## config.mk

```make
export PLATFORM = sky130hd
export DESIGN_NAME = dlsc_demosaic_vng6_seq_flat
export DESIGN_NICKNAME = d
export VERILOG_FILES = /design/src/rtl/dlsc_demosaic_vng6_seq_if.sv /design/src/rtl/dlsc_demosaic_vng6_seq.sv /design/src/flat_wrapper.sv
export SDC_FILE = /design/constraint.sdc
export NUM_CORES = 1
export LEC_CHECK = 0
export ABC_AREA = 0
export BUFFER_PORTS_ARGS = -buffer_cell sky130_fd_sc_hd__buf_2
export CORE_UTILIZATION = 50
export CTS_BUF_LIST = sky130_fd_sc_hd__clkbuf_4 sky130_fd_sc_hd__clkbuf_8
export DETAILED_ROUTE_END_ITERATION = 10
export MAX_ROUTING_LAYER = met4
export PLACE_DENSITY = 0.75
export RECOVER_POWER = 100
export SETUP_SLACK_MARGIN = 0.02
export SLEW_MARGIN = 20
export SYNTH_ARGS = -nofsm -noshare
export SYNTH_HDL_FRONTEND = slang
export SYNTH_SLANG_ARGS = --single-unit
```

## constraint.sdc

```tcl
create_clock -name clk -period 6.2 [get_ports clk]
set_clock_uncertainty 0.2 [all_clocks]
set_input_delay 0.62 -clock clk [delete_from_list [all_inputs] [get_ports clk]]
set_output_delay 0.62 -clock clk [all_outputs]
set_load 0.1 [all_outputs]
```

## src/rtl/dlsc_demosaic_vng6_seq_if.sv

```systemverilog
// dlsc_demosaic_vng6_seq_if: frame control plus pixel-in / result-out handshakes of the VNG6 sequencer.
interface dlsc_demosaic_vng6_seq_if #(
   parameter int XB = 12,
   parameter int YB = 12
);
   logic          start;
   logic [XB-1:0] cfg_width;
   logic [YB-1:0] cfg_height;
   logic          in_valid;
   logic          in_ready;
   logic          out_valid;
   logic          out_ready;
   modport master(output start, cfg_width, cfg_height, in_valid, out_ready, input in_ready, out_valid);
   modport slave(input start, cfg_width, cfg_height, in_valid, out_ready, output in_ready, out_valid);
endinterface

```

## src/rtl/dlsc_demosaic_vng6_seq.sv

```systemverilog
// dlsc_demosaic_vng6_seq: 12-step slot sequencer for the VNG6 demosaic datapath (step index, result tokens, frame counters).
// Optional stall counter enabled by defining DLSC_DEMOSAIC_VNG6_SEQ_STALL_COUNT_EN.
module dlsc_demosaic_vng6_seq #(
   parameter int XB   = 12,
   parameter int YB   = 12,
   parameter int PIPE = 8
) (
   input  logic                           clk,
   input  logic                           rst,
   dlsc_demosaic_vng6_seq_if.slave        bus,
   output logic [3:0]                     st,
   output logic                           clk_en,
   output logic [XB-1:0]                  x,
   output logic [YB-1:0]                  y,
   output logic                           busy,
   output logic                           frame_done,
   output logic [15:0]                    stall_count
);
   typedef enum logic [1:0] {IDLE, RUN, FLUSH} state_t;
   state_t          state_q, state_d;
   logic [3:0]      st_q, st_d;
   logic [XB-1:0]   x_q, x_d, w_q, w_d;
   logic [YB-1:0]   y_q, y_d, h_q, h_d;
   logic            slot_real_q, slot_real_d;
   logic            out_valid_q, out_valid_d;
   logic            frame_done_q, frame_done_d;
   logic [PIPE-1:0] tok_q, tok_d;
   logic [PIPE:0]   tok_sh;
   logic            stall, accept, last_px, row_end;

   assign stall        = out_valid_q && !bus.out_ready;
   assign clk_en       = state_q != IDLE && !stall && (st_q != 4'd0 || state_q == FLUSH || bus.in_valid);
   assign bus.in_ready = state_q == RUN && st_q == 4'd0 && !stall;
   assign accept       = bus.in_valid && bus.in_ready;
   assign row_end      = x_q == w_q;
   assign last_px      = accept && row_end && y_q == h_q;
   // The top bit of tok_sh is the token leaving the pipe on this clk_en.
   assign tok_sh       = {tok_q, st_q == 4'd11 && slot_real_q};

   always_comb begin
      state_d      = state_q;
      w_d          = w_q;
      h_d          = h_q;
      x_d          = accept ? (row_end ? '0 : x_q + XB'(1)) : x_q;
      y_d          = accept && row_end ? y_q + YB'(1) : y_q;
      st_d         = clk_en ? (st_q == 4'd11 ? 4'd0 : st_q + 4'd1) : st_q;
      slot_real_d  = accept ? 1'b1 : (clk_en && st_q == 4'd11) ? 1'b0 : slot_real_q;
      tok_d        = clk_en ? tok_sh[PIPE-1:0] : tok_q;
      out_valid_d  = (clk_en && tok_sh[PIPE]) ? 1'b1 : bus.out_ready ? 1'b0 : out_valid_q;
      frame_done_d = 1'b0;
      case (state_q)
         IDLE: if (bus.start) begin
            state_d = RUN;
            w_d     = bus.cfg_width;
            h_d     = bus.cfg_height;
            x_d     = '0;
            y_d     = '0;
         end
         RUN: if (last_px) state_d = FLUSH;
         FLUSH: if (!slot_real_q && tok_q == '0 && !out_valid_q) begin
            state_d      = IDLE;
            st_d         = 4'd0;
            frame_done_d = 1'b1;
         end
         default: state_d = IDLE;
      endcase
   end

   always_ff @(posedge clk or posedge rst)
      if (rst) begin
         state_q      <= IDLE;
         st_q         <= 4'd0;
         x_q          <= '0;
         y_q          <= '0;
         w_q          <= '0;
         h_q          <= '0;
         slot_real_q  <= 1'b0;
         tok_q        <= '0;
         out_valid_q  <= 1'b0;
         frame_done_q <= 1'b0;
      end else begin
         state_q      <= state_d;
         st_q         <= st_d;
         x_q          <= x_d;
         y_q          <= y_d;
         w_q          <= w_d;
         h_q          <= h_d;
         slot_real_q  <= slot_real_d;
         tok_q        <= tok_d;
         out_valid_q  <= out_valid_d;
         frame_done_q <= frame_done_d;
      end

`ifdef DLSC_DEMOSAIC_VNG6_SEQ_STALL_COUNT_EN
   logic [15:0] stall_count_q, stall_count_d;
   always_comb
      stall_count_d = (state_q == IDLE && bus.start) ? 16'd0 :
                      (state_q != IDLE && !clk_en && stall_count_q != 16'hFFFF) ? stall_count_q + 16'd1 : stall_count_q;
   always_ff @(posedge clk or posedge rst)
      if (rst) stall_count_q <= 16'd0;
      else stall_count_q <= stall_count_d;
   assign stall_count = stall_count_q;
`else
   assign stall_count = 16'd0;
`endif

   assign st            = st_q;
   assign x             = x_q;
   assign y             = y_q;
   assign busy          = state_q != IDLE;
   assign frame_done    = frame_done_q;
   assign bus.out_valid = out_valid_q;
endmodule

```

## src/flat_wrapper.sv

```systemverilog
// flat-port wrapper written by rule: the top's interface ports become plain ports
module dlsc_demosaic_vng6_seq_flat 
#(
   parameter int XB   = 12,
   parameter int YB   = 12,
   parameter int PIPE = 8
)
  (clk, rst, st, clk_en, x, y, busy, frame_done, stall_count, bus_start, bus_cfg_width, bus_cfg_height, bus_in_valid, bus_out_ready, bus_in_ready, bus_out_valid);
  dlsc_demosaic_vng6_seq_if #(.XB(XB), .YB(YB)) bus_i ();
  input  logic clk;
  input  logic rst;
  output logic [3:0] st;
  output logic clk_en;
  output logic [XB-1:0] x;
  output logic [YB-1:0] y;
  output logic busy;
  output logic frame_done;
  output logic [15:0] stall_count;
  input wire logic [$bits(bus_i.start)-1:0] bus_start;
  input wire logic [$bits(bus_i.cfg_width)-1:0] bus_cfg_width;
  input wire logic [$bits(bus_i.cfg_height)-1:0] bus_cfg_height;
  input wire logic [$bits(bus_i.in_valid)-1:0] bus_in_valid;
  input wire logic [$bits(bus_i.out_ready)-1:0] bus_out_ready;
  output wire logic [$bits(bus_i.in_ready)-1:0] bus_in_ready;
  output wire logic [$bits(bus_i.out_valid)-1:0] bus_out_valid;
  assign bus_i.start = bus_start;
  assign bus_i.cfg_width = bus_cfg_width;
  assign bus_i.cfg_height = bus_cfg_height;
  assign bus_i.in_valid = bus_in_valid;
  assign bus_i.out_ready = bus_out_ready;
  assign bus_in_ready = bus_i.in_ready;
  assign bus_out_valid = bus_i.out_valid;
  dlsc_demosaic_vng6_seq #(.XB(XB), .YB(YB), .PIPE(PIPE)) u_core (.clk(clk), .rst(rst), .bus(bus_i), .st(st), .clk_en(clk_en), .x(x), .y(y), .busy(busy), .frame_done(frame_done), .stall_count(stall_count));
endmodule
```

==> qor.csv, run 1 <==
metric,value,unit
vias per cell,5.19,
Adder-Cell Fraction of Synth Area,1.50,%
FF+latch area,0.00163,sq mm
post-synthesis simple-gate area fraction,27.7,%
Max Freq,267,MHz
routed len/inst,13.8,um
maximum VDD drop,0.000391,V
post-synthesis mux area share,0.300,%
largest net degree at the start of global routing,66,
port bufs,61,
Async SR Flop Fraction,100,%
"commonest non-fill, non-tap cells in the layout","nand2_1, dfrtp_1, clkbuf_1, xor2_1, buf_2",
Routed Antenna Nets,0,
max-slew violation count,66,
met3 GRT Util,5.54,%
core box area,0.00639,sq mm
ys flop type,dfrtp_1,
#FFs+latches synth,65,
CP endpoint kind,async pin,
gr usage total,21.8,%
"Distinct cells, synth",42,
clock sink total,65,
fraction of layout instances using a drive strength above 1,11.8,%
hpwl dp,4930,um
Worst-Skew Late Latency,0.33,ns
routing usage on met1,28.3,%
setup_tns,0,ns
CTS tree,yes,
peak fanout along the critical path,65,
Die Y,83.7,um
Hold Buf Count CTS,0,
leakage,1.89,nW
Nets,459,
# DRC,0,
"setup slack, reg-to-reg",2.90,ns
setup bufs post-CTS,0,
crit share post-route,60.4,%
met2 GRT Util,34.6,%
CP max stage delay,2.43,ns
ant diodes,0,
Relative slew margins,-130,%
Pwr Density,403,mW/mm^2
slowest cell on the critical path,clkbuf_1,
Synth Warn #,0,
die area,0.00700,sq mm
post-synthesis cell area,0.00334,sq mm
first-pass GRT wire length,11700,um
"most common cell after layout, fill and taps aside",nand2_1,
post-synthesis cell count,365,
largest family of logic cells by synthesized area,simple AND/OR/NAND/NOR gates,
# IOs,78,
DRT Pass-1 Iters,4,
Hold Fails Final Rpt,0,
cts repair resizes,0,
post-synthesis compound-gate area fraction,5.59,%
Pwr Total,1.52,mW
status,finished with violations,
vias in the first global route,2487,
syn_area_per_cell,9.14,sq um
Num CTS Buffers,9,
depth of the CTS H-tree,3,
Die W,83.7,um
"Cell Chain, Critical Path",buf_2 -> inv_1 -> clkbuf_1,
worst path arrival time,3.21,ns
via count,2636,
worst slew pin tran,3.46,ns
Synth Area in XOR/XNOR,9.45,%
RePlAce Congestion,0.841,
remaining global-route overflow,0,
Worst setup SP type,primary input,
initial antenna violation count,0,
final setup fails,0,
"Worst Path Class, Setup",primary input to async pin,
Worst-path clk slew,0.07,ns
CTS Buffer Depth,2,
CTS root buffer,clkbuf_8,
starting density of the core,52.2,%
gr busiest metal,met2,
multi-input combinational cell area,0.00153,sq mm
sequential-to-total area share from yosys stat,48.8,%
worst hold path class,primary input to register,
failing checks,"capacitance limit, slew limit",
RSZ-0062 raised after global routing,no,
fin crit period,3.75,ns
Fillers,619,
Post-synth EDFFs,0,
1st-iter DRT viols,145,
synthesis-to-finish area growth,12.8,%
CP Data Required Time,5.67,ns
Routed WL,7020,um
# rows,29,
# Max-Cap Violations,1,
kinds of logic (layout without fill, tap and decap cells):
family / after synthesis / count (layout)
buf+inv: 38 / 89
xor+xnor: 36 / 36
simple gates: 187 / 187
other cells: 1 / 16
mux: 1 / 1
fa+ha+maj: 4 / 4
flops: 65 / 65
compound gates: 33 / 33
path summary, 6_finish.rpt:
path / start / end / cells past startpoint
worst max register to register: u_core.st[0]$_DFF_PP0_ / u_core.y[8]$_DFF_PP0_ / 7
worst max-delay path: rst / u_core.x[6]$_DFF_PP0_ / 3
worst min register to register: u_core.h_q[9]$_DFFE_PP0P_ / u_core.h_q[9]$_DFFE_PP0P_ / 2
worst min-delay path: bus_cfg_height[2] / u_core.h_q[2]$_DFFE_PP0P_ / 3
min in group asynchronous: rst / u_core.h_q[2]$_DFFE_PP0P_ / 3
max in group clk: u_core.st[0]$_DFF_PP0_ / clk_en / 7
Yosys cell counts, types with 2 or more instances:
| master | count | area share (%) |
|---|---|---|
| xor2_1 | 30 | 7.9 |
| nor4_4 | 2 | 1.3 |
| nor3_1 | 4 | 0.60 |
| nand4_1 | 7 | 1.3 |
| dfrtp_1 | 65 | 49 |
| and2_1 | 2 | 0.38 |
| a21oi_1 | 15 | 2.3 |
| o21ai_1 | 6 | 0.90 |
| or3_1 | 3 | 0.56 |
| nor3b_1 | 3 | 0.68 |
| buf_6 | 2 | 0.68 |
| nand3_1 | 8 | 1.2 |
| clkbuf_1 | 9 | 1.0 |
| nand2_1 | 112 | 13 |
| nor4_1 | 7 | 1.3 |
| buf_2 | 2 | 0.30 |
| xnor2_1 | 6 | 1.6 |
| or4_1 | 6 | 1.4 |
| and3_1 | 3 | 0.56 |
| ha_1 | 4 | 1.5 |
| nand4bb_1 | 2 | 0.68 |
| buf_4 | 16 | 3.6 |
| nor2_1 | 17 | 1.9 |
| inv_1 | 9 | 1.0 |
| o21ai_0 | 3 | 0.45 |
| o31ai_1 | 6 | 1.4 |
area by class of cell:
| class | instances | share of cell area, % |
|---|---|---|
| flip-flops and latches | 65 | 43.2 |
| multi-input cells | 277 | 40.7 |
| repair buffers | 64 | 7.42 |
| clock buffers | 10 | 3.66 |
| well taps | 77 | 2.56 |
| clock inverters | 6 | 1.53 |
| inverters | 9 | 0.898 |
state kept, by name, summed over array words and instances, names as in the netlist:
register / cells
u_core.y: 12
u_core.state_q: 2
u_core.st: 4
u_core.w_q: 12
u_core.tok_q: 8
u_core.frame_done: 1
u_core.slot_real_q: 1
u_core.bus.out_valid: 1
u_core.x: 12
u_core.h_q: 12
report_power, final:
part	internal, mW	switching (mW)
sequential	0.514	0.0873
clock	0.194	0.161
combinational	0.134	0.425
critical path, delay by kind of cell:
kind | cells | cell delay (ns)
buf+inv | 3 | 2.56
stage by stage:
stage | instances | hold slack, ns | area (sq um) | utilization, % | worst slack, ns
after global routing | 508 | 0.256 | 3760 | 58.9 | 1.79
after detailed placement | 492 | 0.284 | 3630 | 56.8 | 3.49
after global placement | 492 | 0.280 | 3630 | 56.8 | 3.52
final | 508 | 0.270 | 3760 | 58.9 | 2.45
after floorplan | 380 | 0.261 | 3390 | - | 1.96
after CTS | 508 | 0.255 | 3820 | 59.9 | 3.16
per-layer routing:
layer,vias to the layer above,part of all wire (%)
met4,0,1.0
met5,-,0
met2,73,48
met3,7,4.6
li1,1306,-
met1,1250,46
Power figures use the tool's default switching activity.
==> run 2, diff against run 1 <==
clock period = 3.67 ns   (was 6.2 ns; I/O delays follow)
==> run 2 against run 1 <==
  * The run now ends clean
  * Worst hold slack worse by 0.26 ns
  * Via count up 1.6%
  * Critical path depth up 2
  * Non-clock buffer count up 2
==> qor.csv, run 2 (synthesized netlist as in run 1, its figures left out) <==
metric,value,unit,change
CP endpoint kind,output pin,,was async pin
"most common cell after layout, fill and taps aside",nand2_1,,unchanged
die area,0.00700,sq mm,unchanged
routed len/inst,14.0,um,was 13.8 um
Worst-path clk slew,0.07,ns,about the same
Logic pwr share,37.0,%,was 36.9%
synthesis-to-finish area growth,14.1,%,was 12.8%
Pwr Total,2.60,mW,was 1.52 mW
remaining global-route overflow,0,,unchanged
Nets,461,,was 459
DP Cell Count,493,,was 492
Max Freq,357,MHz,
sequential power share,39.2,%,was 39.7%
Routed Antenna Nets,0,,unchanged
starting density of the core,52.2,%,unchanged
Routed WL,7140,um,was 7020 um
Hold Fails Final Rpt,0,,unchanged
depth of the CTS H-tree,3,,unchanged
Num CTS Buffers,9,,unchanged
CP Data Required Time,3.10,ns,was 5.67 ns
# Max-Cap Violations,0,,was 1
Non-Filler Instances,510,,was 508
CP max stage delay,0.88,ns,was 2.43 ns
hpwl dp,5050,um,was 4930 um
final setup fails,0,,unchanged
"commonest non-fill, non-tap cells in the layout","nand2_1, dfrtp_1, clkbuf_1, xor2_1, buf_2",,unchanged
"Cell Area, Placed",0.00364,sq mm,was 0.00363 sq mm
fraction of layout instances using a drive strength above 1,12.7,%,was 11.8%
Fillers,608,,was 619
1st-iter DRT viols,185,,was 145
vias per cell,5.25,,was 5.19
worst path arrival time,2.23,ns,was 3.21 ns
Int Pwr,1.46,mW,was 0.842 mW
worst slew pin tran,1.46,ns,was 3.46 ns
max-slew violation count,0,,was 66
Die W,83.7,um,unchanged
RSZ-0062 raised after global routing,no,,unchanged
setup bufs post-CTS,0,,unchanged
Relative slew margins,2.79,%,was -130%
# rows,29,,unchanged
Die Y,83.7,um,unchanged
peak fanout along the critical path,6,,was 65
core box area,0.00639,sq mm,unchanged
cts repair resizes,0,,unchanged
leakage,1.92,nW,was 1.89 nW
clock power share,23.8,%,was 23.4%
worst hold path class,primary input to register,,unchanged
clock sink total,65,,unchanged
slowest cell on the critical path,clkbuf_1,,unchanged
Net Sw Frac,43.9,%,was 44.5%
CTS tree,yes,,unchanged
largest net degree at the start of global routing,40,,was 66
gr usage total,22.7,%,was 21.8%
NetSw,1.14,mW,was 0.674 mW
worst setup margin,0.872,ns,was 2.45 ns
CTS Buffer Depth,2,,unchanged
minimum hold slack,0.0135,ns,was 0.270 ns
# IOs,78,,unchanged
port bufs,61,,unchanged
DRT Pass-1 Iters,4,,unchanged
maximum VDD drop,0.000511,V,was 0.000391 V
CTS root buffer,clkbuf_8,,unchanged
fin crit period,2.80,ns,
# DRC,0,,unchanged
initial antenna violation count,0,,unchanged
fin area,0.00380,sq mm,was 0.00376 sq mm
vias in the first global route,2561,,was 2487
dpl ws,0.946,ns,was 3.49 ns
Worst-Skew Late Latency,0.34,ns,was 0.33 ns
RePlAce Congestion,0.861,,was 0.841
via count,2678,,was 2636
first-pass GRT wire length,12200,um,was 11700 um
status,completed,,was finished with violations
crit share post-route,76.3,%,
setup_tns,0,ns,unchanged
"Worst Path Class, Setup",register to output pin,,was primary input to async pin
ant diodes,0,,unchanged
Pwr Density,683,mW/mm^2,was 403 mW/mm^2
"Cell Chain, Critical Path",inv_1 -> ha_1 -> nand4bb_1 -> nor3b_2 -> clkbuf_1,,was buf_2 -> inv_1 -> clkbuf_1
post-layout util,59.6,%,was 58.9%
Worst setup SP type,register,,was primary input
==> run 2: changes by cell type in the layout (fill, tap and decap cells not counted), sizes merged <==
cell / previous run / this run
buf: 29 / 31
clkbuf: 45 / 47
clkinv: 4 / 2
clkinvlp: 1 / 0
dlygate4sd3: 0 / 1
==> run 2: final cells by class <==
class	count	area (sq um)	share of cell area (%)
multi-input cells	277	1550	40.7
inverters	9	33.8	0.888
clock inverters	3	40.0	1.05
well taps	77	96.3	2.53
flip-flops and latches	65	1630	42.7
clock buffers	13	160	4.21
repair buffers	66	298	7.83
==> run 2: critical path: cells and delay by family (launching register included) <==
family | cells | cell delay [ns]
buffers and inverters | 2 | 0.96
adder cells (fa/ha/maj) | 1 | 0.16
flip-flops | 1 | 0.43
AND/OR/NAND/NOR | 2 | 0.35
==> run 2: what timing repair did <==
item / CTS / global route
hold buffers: 1 / 0
endpoints found under the hold margin: 1 / 0
endpoints found under the setup margin: 0 / 0
==> run 2: worst paths after layout <==
path	startpoint	endpoint	slack (ns)	cells past startpoint
setup / recovery	u_core.st[0]$_DFF_PP0_	bus_in_ready	0.87	5
hold / removal	bus_cfg_width[2]	u_core.w_q[2]$_DFFE_PP0P_	0.01	3
setup reg to reg	u_core.st[0]$_DFF_PP0_	u_core.y[5]$_DFF_PP0_	0.94	7
hold reg to reg	u_core.w_q[9]$_DFFE_PP0P_	u_core.w_q[9]$_DFFE_PP0P_	0.30	2
max in group asynchronous	rst	u_core.st[0]$_DFF_PP0_	1.07	3
min in group asynchronous	rst	u_core.tok_q[6]$_DFFE_PP0N_	0.25	2
==> run 2: routing by layer <==
metal | part of all wire (%) | track usage, %
met1 | 46 | 29.9
met4 | 1.0 | 7.24
met5 | 0 | -
met2 | 47 | 35.1
met3 | 5.2 | 5.04
==> run 2: power by group through the flow <==
stage	Sequential, mW	Combinational, mW	Clock (mW)
6_report	1.02	0.962	0.620
5_1_grt	1.04	1.04	0.672
4_1_cts	1.02	0.983	0.632
3_5_place_dp	1.03	0.981	0
3_3_place_gp	1.02	0.959	0
2_1_floorplan	1.26	0.578	0
==> run 3, diff against run 2 <==
PLACE_DENSITY = 0.78   (was 0.75)
clock period = 2.3 ns   (was 3.67 ns; I/O delays follow)
==> run 3 against run 2 <==
  * Final area is 16% higher
  * Combinational power up 100%
  * Utilization up 9.4 points
  * Count of clock-buffer cells in the layout grew 1
  * Largest power group is now combinational logic
  * Highest routed layer unchanged
==> qor.csv, run 3 (synthesized netlist as in run 1, its figures left out) <==
metric,value,unit,change
RePlAce Congestion,0.841,,was 0.861
Nets,508,,was 461
routed len/inst,14.4,um,was 14.0 um
crit share post-route,98.9,%,
Hold Path End,u_core.bus.out_valid$_DFFE_PP0P_,,was u_core.w_q[2]$_DFFE_PP0P_
"Worst Path Class, Setup",register to register,,was register to output pin
core box area,0.00639,sq mm,unchanged
clock sink total,65,,unchanged
max-slew violation count,0,,unchanged
peak fanout along the critical path,6,,unchanged
CP endpoint kind,register,,was output pin
worst slew pin tran,1.17,ns,was 1.46 ns
"setup slack, reg-to-reg",0.03,ns,was 0.94 ns
via count,2941,,was 2678
synthesis-to-finish area growth,32.0,%,was 14.1%
Reg2Reg Depth,5,,was 7
CP Data Required Time,2.37,ns,was 3.10 ns
final setup fails,0,,unchanged
Pwr Density,1040,mW/mm^2,was 683 mW/mm^2
worst setup margin,0.0264,ns,was 0.872 ns
Die W,83.7,um,unchanged
Top delay family on crit path,simple AND/OR/NAND/NOR gates,,was buffers and inverters
depth of the CTS H-tree,3,,unchanged
Worst-Skew Late Latency,0.34,ns,about the same
starting density of the core,52.2,%,unchanged
worst hold path class,primary input to register,,unchanged
CP Buf/Inv Count,0,,was 2
ant diodes,0,,unchanged
min-delay src,bus_out_ready,,was bus_cfg_width[2]
fin area,0.00440,sq mm,was 0.00380 sq mm
CTS Buffer Depth,2,,unchanged
fin crit period,2.27,ns,
Worst setup SP type,register,,unchanged
1st-iter DRT viols,229,,was 185
remaining global-route overflow,0,,unchanged
# IOs,78,,unchanged
vias in the first global route,2794,,was 2561
port bufs,61,,unchanged
vias per cell,5.28,,was 5.25
FF-to-FF Start,u_core.x[11]$_DFF_PP0_,,was u_core.st[0]$_DFF_PP0_
# rows,29,,unchanged
slowest cell on the critical path,or4_1,,was clkbuf_1
Hold Fails Final Rpt,0,,unchanged
leakage,2.23,nW,was 1.92 nW
Worst-path clk slew,0.07,ns,about the same
# Max-Cap Violations,0,,unchanged
RR Endpoint,u_core.y[7]$_DFF_PP0_,,was u_core.y[5]$_DFF_PP0_
worst path arrival time,2.34,ns,was 2.23 ns
"commonest non-fill, non-tap cells in the layout","nand2_1, dfrtp_1, buf_2, xor2_1, dlygate4sd3_1",,"was nand2_1, dfrtp_1, clkbuf_1, xor2_1, buf_2"
Routed Antenna Nets,0,,unchanged
fraction of layout instances using a drive strength above 1,29.2,%,was 12.7%
gr usage total,24.3,%,was 22.7%
first-pass GRT wire length,12900,um,was 12200 um
Max Freq,440,MHz,
maximum VDD drop,0.000906,V,was 0.000511 V
Hold Path Depth,3,,unchanged
Num CTS Buffers,9,,unchanged
CTS tree,yes,,unchanged
Routed WL,8040,um,was 7140 um
RSZ-0062 raised after global routing,yes,,was no
"Cell Chain, Critical Path",xor2_1 -> nor4_4 -> nand4_4 -> or4_1 -> a21oi_2,,was inv_1 -> ha_1 -> nand4bb_1 -> nor3b_2 -> clkbuf_1
Die Y,83.7,um,unchanged
die area,0.00700,sq mm,unchanged
hpwl dp,5200,um,was 5050 um
dpl ws,-0.00126,ns,was 0.946 ns
DP Cell Count,510,,was 493
CTS root buffer,clkbuf_8,,unchanged
# DRC,0,,unchanged
DRT Pass-1 Iters,4,,unchanged
CP max stage delay,0.53,ns,was 0.88 ns
initial antenna violation count,0,,unchanged
Relative slew margins,22.6,%,was 2.79%
"most common cell after layout, fill and taps aside",nand2_1,,unchanged
largest net degree at the start of global routing,38,,was 40
status,completed,,unchanged
Non-Filler Instances,557,,was 510
"Cell Area, Placed",0.00384,sq mm,was 0.00364 sq mm
==> run 3: changes by cell type in the layout (fill, tap and decap cells not counted), sizes merged <==
cell,previous run,this run
buf,31,64
inv,9,8
clkbuf,47,36
clkinv,2,1
clkinvlp,0,1
dlygate4sd3,1,25
nand4,8,10
==> run 3: through the flow <==
step                      total power [mW]  utilization, %  setup TNS (ns)  hold slack (ns)
final                                 4.56            69.0               0           0.0457
after global routing                  4.80            69.0         -0.0782           0.0706
after CTS                             4.48            67.9               0           0.0212
after detailed placement              3.35            60.1        -0.00126            0.125
after global placement                3.31            60.1               0            0.123
after floorplan                       3.00               -          -0.705            0.135
==> run 3: tightest hold or removal path, delay by kind of cell <==
family	cells	cell delay, ns
simple gates	2	0.24
buf+inv	1	0.08
==> run 3: where the power goes <==
group	internal, mW	switching, mW	leakage [nW]
logic	0.595	1.34	1.29
registers	1.40	0.193	0.820
clock network	0.613	0.429	0.114
==> run 3: what timing repair did <==
action | in CTS | in global routing
setup buffers | 1 | 3
cloned | 1 | 1
endpoints found under the hold margin | 89 | 0
pin swaps | 1 | 5
gates resized for setup | 3 | 7
endpoints found under the setup margin | 5 | 9
hold buffers | 25 | 0
==> run 3: layer usage <==
layer | track usage (%) | part of all wire, % | vias to the layer above
li1 | - | - | 1417
met1 | 30.7 | 44 | 1410
met2 | 37.9 | 49 | 99
met3 | 5.44 | 5.1 | 15
met4 | 9.86 | 1.9 | 0
met5 | - | 0 | -
==> run 3: layout make-up <==
cell class,count,area [sq um]
well taps,77,96.3
repair buffers,111,764
multi-input cells,279,1640
fillers,483,1980
flip-flops and latches,65,1650
clock buffers,14,180
inverters,9,37.5
clock inverters,2,35.0
==> run 3: worst max path at each step <==
| stage | start | endpoint | slack, ns | cells after the start |
|---|---|---|---|---|
| 2_1_floorplan | u_core.st[0]$_DFF_PP0_ | u_core.y[4]$_DFF_PP0_ | -0.13 | 10 |
| 3_3_place_gp | u_core.st[1]$_DFF_PP0_ | u_core.y[4]$_DFF_PP0_ | 0.09 | 7 |
| 3_5_place_dp | u_core.st[1]$_DFF_PP0_ | u_core.y[10]$_DFF_PP0_ | -0.001 | 7 |
| 4_1_cts | u_core.st[2]$_DFF_PP0_ | clk_en | 0.02 | 5 |
| 5_1_grt | u_core.st[1]$_DFF_PP0_ | u_core.y[7]$_DFF_PP0_ | -0.05 | 7 |
| 6_report | u_core.x[11]$_DFF_PP0_ | u_core.y[7]$_DFF_PP0_ | 0.03 | 5 |
